<file path="src/rtl/sha_in_packer.sv">
// AXI-Stream slave that packs message words into one SHA-3 rate block, applies
// domain/pad10*1 padding on the last block and presents it in Keccak lane layout.
module sha_in_packer #(
  parameter int DATA_WIDTH = 16,
  parameter int MAX_WORDS  = 1152 / DATA_WIDTH
) (
  input  logic                   ACLK,
  input  logic                   ARESETN,
  input  logic [DATA_WIDTH-1:0]  S_TDATA,
  input  logic                   S_TVALID,
  output logic                   S_TREADY,
  input  logic                   S_TLAST,
  input  logic [1:0]             S_TUSER,
  output logic [4:0][4:0][63:0]  Dout,
  output logic                   Block_valid,
  output logic                   Block_last,
  output logic [1:0]             Mode_out,
  input  logic                   Block_ack
);

  localparam int CNT_W = $clog2(MAX_WORDS + 1);
  localparam int BPW   = DATA_WIDTH / 8;

  localparam logic [1:0] S_IDLE = 2'd0;
  localparam logic [1:0] S_FILL = 2'd1;
  localparam logic [1:0] S_PAD  = 2'd2;
  localparam logic [1:0] S_HOLD = 2'd3;

  logic [1:0]       state_q, state_d;
  logic [CNT_W-1:0] cnt_q, cnt_d;
  logic [1151:0]    blk_q, blk_d;
  logic [1:0]       mode_q, mode_d;
  logic             last_q, last_d;
  logic             pend_q, pend_d;

  logic [7:0]            rate_b;
  logic [CNT_W-1:0]      blk_words;
  logic [7:0]            pad_idx;
  logic [DATA_WIDTH-1:0] swapped;
  logic                  hs;

  function automatic logic [7:0] rate_bytes(input logic [1:0] m);
    case (m)
      2'd0:    rate_bytes = 8'd144;
      2'd1:    rate_bytes = 8'd136;
      2'd2:    rate_bytes = 8'd104;
      default: rate_bytes = 8'd72;
    endcase
  endfunction

  function automatic logic [CNT_W-1:0] words_per_block(input logic [1:0] m);
    case (m)
      2'd0:    words_per_block = CNT_W'(1152 / DATA_WIDTH);
      2'd1:    words_per_block = CNT_W'(1088 / DATA_WIDTH);
      2'd2:    words_per_block = CNT_W'(832 / DATA_WIDTH);
      default: words_per_block = CNT_W'(576 / DATA_WIDTH);
    endcase
  endfunction

  assign rate_b    = rate_bytes(mode_q);
  assign blk_words = words_per_block(mode_q);
  assign pad_idx   = 8'(cnt_q) * 8'(BPW);

  assign S_TREADY    = ARESETN && ((state_q == S_IDLE) || (state_q == S_FILL));
  assign Block_valid = (state_q == S_HOLD);
  assign Block_last  = (state_q == S_HOLD) && last_q;
  assign Mode_out    = mode_q;

  // Stream bytes arrive big-endian within each halfword; swap to message byte order.
  always_comb begin
    swapped = '0;
    for (int h = 0; h < DATA_WIDTH / 16; h++) begin
      swapped[16*h +: 16] = {S_TDATA[16*h +: 8], S_TDATA[16*h+8 +: 8]};
    end
  end

  always_comb begin
    state_d = state_q;
    cnt_d   = cnt_q;
    blk_d   = blk_q;
    mode_d  = mode_q;
    last_d  = last_q;
    pend_d  = pend_q;
    hs      = S_TVALID && S_TREADY;

    if (hs) begin
      for (int k = 0; k < MAX_WORDS; k++) begin
        if (cnt_q == CNT_W'(k)) blk_d[k*DATA_WIDTH +: DATA_WIDTH] = swapped;
      end
    end

    case (state_q)
      S_IDLE: begin
        if (hs) begin
          mode_d  = S_TUSER;
          cnt_d   = cnt_q + 1'b1;
          last_d  = 1'b0;
          pend_d  = 1'b0;
          state_d = S_TLAST ? S_PAD : S_FILL;
        end
      end
      S_FILL: begin
        if (hs) begin
          if (cnt_q == blk_words - 1'b1) begin
            // Full block: a coincident TLAST defers padding to an extra block.
            state_d = S_HOLD;
            last_d  = 1'b0;
            pend_d  = S_TLAST;
          end else begin
            cnt_d = cnt_q + 1'b1;
            if (S_TLAST) state_d = S_PAD;
          end
        end
      end
      S_PAD: begin
        for (int i = 0; i < 144; i++) begin
          if (pad_idx == 8'(i))              blk_d[8*i +: 8] = 8'h06;
          if ((rate_b - 8'd1) == 8'(i))      blk_d[8*i + 7]  = 1'b1;
        end
        last_d  = 1'b1;
        state_d = S_HOLD;
      end
      default: begin
        if (Block_ack) begin
          blk_d = '0;
          cnt_d = '0;
          if (pend_q) begin
            pend_d  = 1'b0;
            state_d = S_PAD;
          end else if (last_q) begin
            state_d = S_IDLE;
          end else begin
            state_d = S_FILL;
          end
        end
      end
    endcase
  end

  always_ff @(posedge ACLK) begin
    if (!ARESETN) begin
      state_q <= S_IDLE;
      cnt_q   <= '0;
      blk_q   <= '0;
      mode_q  <= 2'd0;
      last_q  <= 1'b0;
      pend_q  <= 1'b0;
    end else begin
      state_q <= state_d;
      cnt_q   <= cnt_d;
      blk_q   <= blk_d;
      mode_q  <= mode_d;
      last_q  <= last_d;
      pend_q  <= pend_d;
    end
  end

  // Block lane L lands on Dout[(24-L)%5][(24-L)/5]; capacity lanes 18..24 stay zero.
  always_comb begin
    Dout = '0;
    for (int l = 0; l < 18; l++) begin
      Dout[(24-l)%5][(24-l)/5] = blk_q[64*l +: 64];
    end
  end

endmodule
</file>
<file path="config.mk">
export PLATFORM = sky130hd
export DESIGN_NAME = sha_in_packer
export DESIGN_NICKNAME = d
export VERILOG_FILES = /design/src/rtl/sha_in_packer.sv
export SDC_FILE = /design/constraint.sdc
export NUM_CORES = 2
export LEC_CHECK = 0
export CORE_AREA = 2 2 631 633
export DETAILED_ROUTE_END_ITERATION = 6
export DIE_AREA = 0 0 633 635
export PLACE_DENSITY = 0.31
export SYNTH_ARGS = -nofsm -noshare
export SYNTH_HDL_FRONTEND = slang
export SYNTH_SLANG_ARGS = --single-unit
</file>
<file path="constraint.sdc">
create_clock -name ACLK -period 7 [get_ports ACLK]
set_input_delay 2.1 -clock ACLK [delete_from_list [all_inputs] [get_ports ACLK]]
set_output_delay 2.1 -clock ACLK [all_outputs]
set_load 0.01 [all_outputs]
</file>
==> summary.txt <==
Timing
  – Worst Tran Pin Value: 1270 ps
  – Min Tclk post-route: 5310 ps
  – Final setup TNS: 0 ps
  – Final Setup Violations: 0
  – Clock Skew: 56.6 ps
  – Slew HR: 15.3%
  – Slew Limit Fails: 0
  – Fin worst setup slack: 1690 ps
  – Fmax: 188 MHz
  – Tcrit/Tclk final: 75.9%
  – RSZ-0062 raised after global routing: no
  – Final Hold Violating Endpoints: 0

Clock tree
  – Clock tree buffer depth: 4
  – TritonCTS Buffers: 162
  – Sink Count: 1165
  – CTS H-tree lvls: 4
  – Post-CTS Setup Bufs: 0
  – Hold_buf cts: 0
  – Clock transition at the registers of the reported paths: 50 ps
  – Worst skew pair latency: 870 ps
  – Cts repair resizes: 0
  – CTS root buf: clkbuf_16
  – CTS tree: done

Run
  – Max-cap violation count: 0

Setup path
  – CP Class: input pin to output pin
  – Crit path DAT: 3210 ps
  – Critical Path Fanout Max: 51
  – CP Data Required Time: 4900 ps
  – Endpoint class of the critical path: output pin
  – Startpoint Class: input pin

Cells and area
  – Syn-to-layout area delta: 47.4%
  – Post-route cell area: 67600 µm²
  – Share of layout cells above drive strength 1: 8.03%
  – Nets: 6617

Synth
  – Post-synth ARST share: 0%
  – Syn. warnings: 0
  – Mean Syn Cell Area: 8.29 µm²
  – Synthesized flop and latch total: 1165
  – Post-synth EDFFs: 0
  – Ys flop type: dfxtp_1
  – Netlist cell types: 66
  – Mapped Cells: 5533
  – Sequential area share after synthesis: 50.9%
  – Mapped Area: 45900 µm²

Placed design
  – Dpl ws: 1470 ps
  – Hpwl dp: 225000 µm
  – Port buffer count: 1179
  – DP Area: 62100 µm²
  – Routability Congestion: 0.765

Route
  – Average wire per standard cell: 26.1 µm
  – Final WL: 312000 µm
  – Final ANT Viol Nets: 0
  – Vias per cell: 3.63
  – DRT Pass-1 Iters: 6
  – DR vias: 43300
  – 1st-iter DRT viols: 2794
  – # DRC: 0

Floorplan
  – Row count: 231
  – Core area: 395000 µm²
  – Initial core utilization: 11.6%
  – IO Pins: 1628
  – Die W: 633 µm
  – Full die area: 402000 µm²
  – Chip height: 635 µm

Global routing
  – Initial antenna violation count: 26
  – Total grt overflow: 0
  – Gr usage total: 14.9%
  – Vias in the first global route: 41300
  – Largest net degree at the start of global routing: 128
  – First-pass GRT wire length: 407000 µm

Status
  – Run status: finished clean

Worst hold path
  – Hold Crit Class: flop to flop

Power
  – Lkg Pwr: 21.6 nW
  – Max IR drop VDD: 327 µV
  – PD cells: 307 nW/µm²
[layer usage]
layer / global-route usage, % / share of wire, % / up-vias
li1: - / - / 19900
met1: 16.7 / 39 / 21600
met2: 27.3 / 52 / 1569
met3: 3.32 / 5.9 / 309
met4: 4.92 / 3.5 / 0
met5: 0 / 0 / -
[per-stage QoR]
step	util (%)	instances	hold WS, ps	power, mW
global route	17.1	11900	469	21.7
finish	17.1	12000	451	20.7
floorplan	-	5980	440	9.56
global placement	15.7	11700	442	12.4
CTS	17.1	11900	452	21.3
detailed placement	15.7	11700	444	12.4
[worst max-delay path: stages]
cell and delay [ps]:
buf_6 280, inv_8 270, nor2_1 330, buf_12 180
[power by group]
| group | switching (mW) | leakage [nW] | internal (mW) |
|---|---|---|---|
| sequential | 0.0451 | 9.38 | 6.68 |
| combinational | 4.46 | 9.62 | 0.844 |
| clock | 3.53 | 2.65 | 5.16 |
[cell usage in the layout (no fill, tap or decap), drive strengths merged, types with 2 or more instances in the layout]
cell           instances
nor4b                  3
a21oi                761
dfxtp               1165
a31oi                 10
nand2               1415
clkdlybuf4s50       1168
o21a                   6
nand3                 18
or4b                   6
o21ai                 62
o22ai                188
nand4                  6
a21boi                 3
nor2                 494
o211a                  2
nand4bb                3
or2                    8
conb                 448
nor3                  55
and2                   7
clkbuf               226
clkinv                33
a22oi                255
diode                 11
nor3b                  2
or3                    5
nand3b                 2
ha                     9
nand2b                 7
a211oi               127
buf                  143
o211ai                 6
or4                    2
clkinvlp               5
mux2i                  5
inv                   14
bufinv                15
[kinds of logic (layout without fill, tap and decap cells)]
group / after synthesis / in the layout / share of synthesized area (%)
other cells: 1 / 459 / 0.00818
mux: 5 / 5 / 0.109
buf+inv: 882 / 1604 / 11.7
fa+ha+maj: 9 / 9 / 0.246
simple gates: 2039 / 2039 / 18.6
flops: 1165 / 1165 / 50.9
compound gates: 1431 / 1431 / 18.5
xor+xnor: 1 / 1 / 0.0191
[path summary, 6_finish.rpt]
| kind | start | slack [ps] | to | cells after the start |
|---|---|---|---|---|
| max | ARESETN | 1690 | S_TREADY | 4 |
| min | blk_q[55] | 450 | blk_q[55] | 2 |
| max reg2reg | cnt_q[4] | 3040 | blk_q[331] | 6 |
| min reg2reg | blk_q[55] | 450 | blk_q[55] | 2 |
[Yosys cell counts (9+ instances only)]
master | instances | area share [%]
clkbuf_1 | 207 | 1.7
nand2_1 | 1409 | 12
nor2_2 | 38 | 0.52
o21ai_0 | 60 | 0.65
nor2_1 | 452 | 3.7
dfxtp_1 | 1165 | 51
buf_1 | 12 | 0.098
inv_1 | 11 | 0.090
o22ai_1 | 188 | 2.6
a31oi_1 | 10 | 0.14
nor3_2 | 25 | 0.55
a22oi_1 | 255 | 4.2
a211oi_1 | 127 | 2.1
a21oi_1 | 761 | 8.3
nor3_1 | 10 | 0.11
nor3_4 | 20 | 0.71
buf_2 | 161 | 1.8
buf_4 | 483 | 7.9
ha_1 | 9 | 0.25
nand3_1 | 14 | 0.15
[flip-flops by register name, summed over array words and instances, names as in the netlist]
name,flops
pend_q,1
blk_q,1152
last_q,1
state_q,2
Mode_out,2
cnt_q,7
[cell type report]
type / instances / area [µm²]
Fill cell: 44300 / 327000
Clock inverter: 55 / 806
Timing Repair Buffer: 1311 / 13100
Sequential cell: 1165 / 23300
Clock buffer: 226 / 4620
Antenna cell: 11 / 27.5
Tap cell: 5242 / 6560
Inverter: 12 / 52.6
Multi-Input combinational cell: 3933 / 19100
No activity file was read; power rests on OpenSTA's default activity.
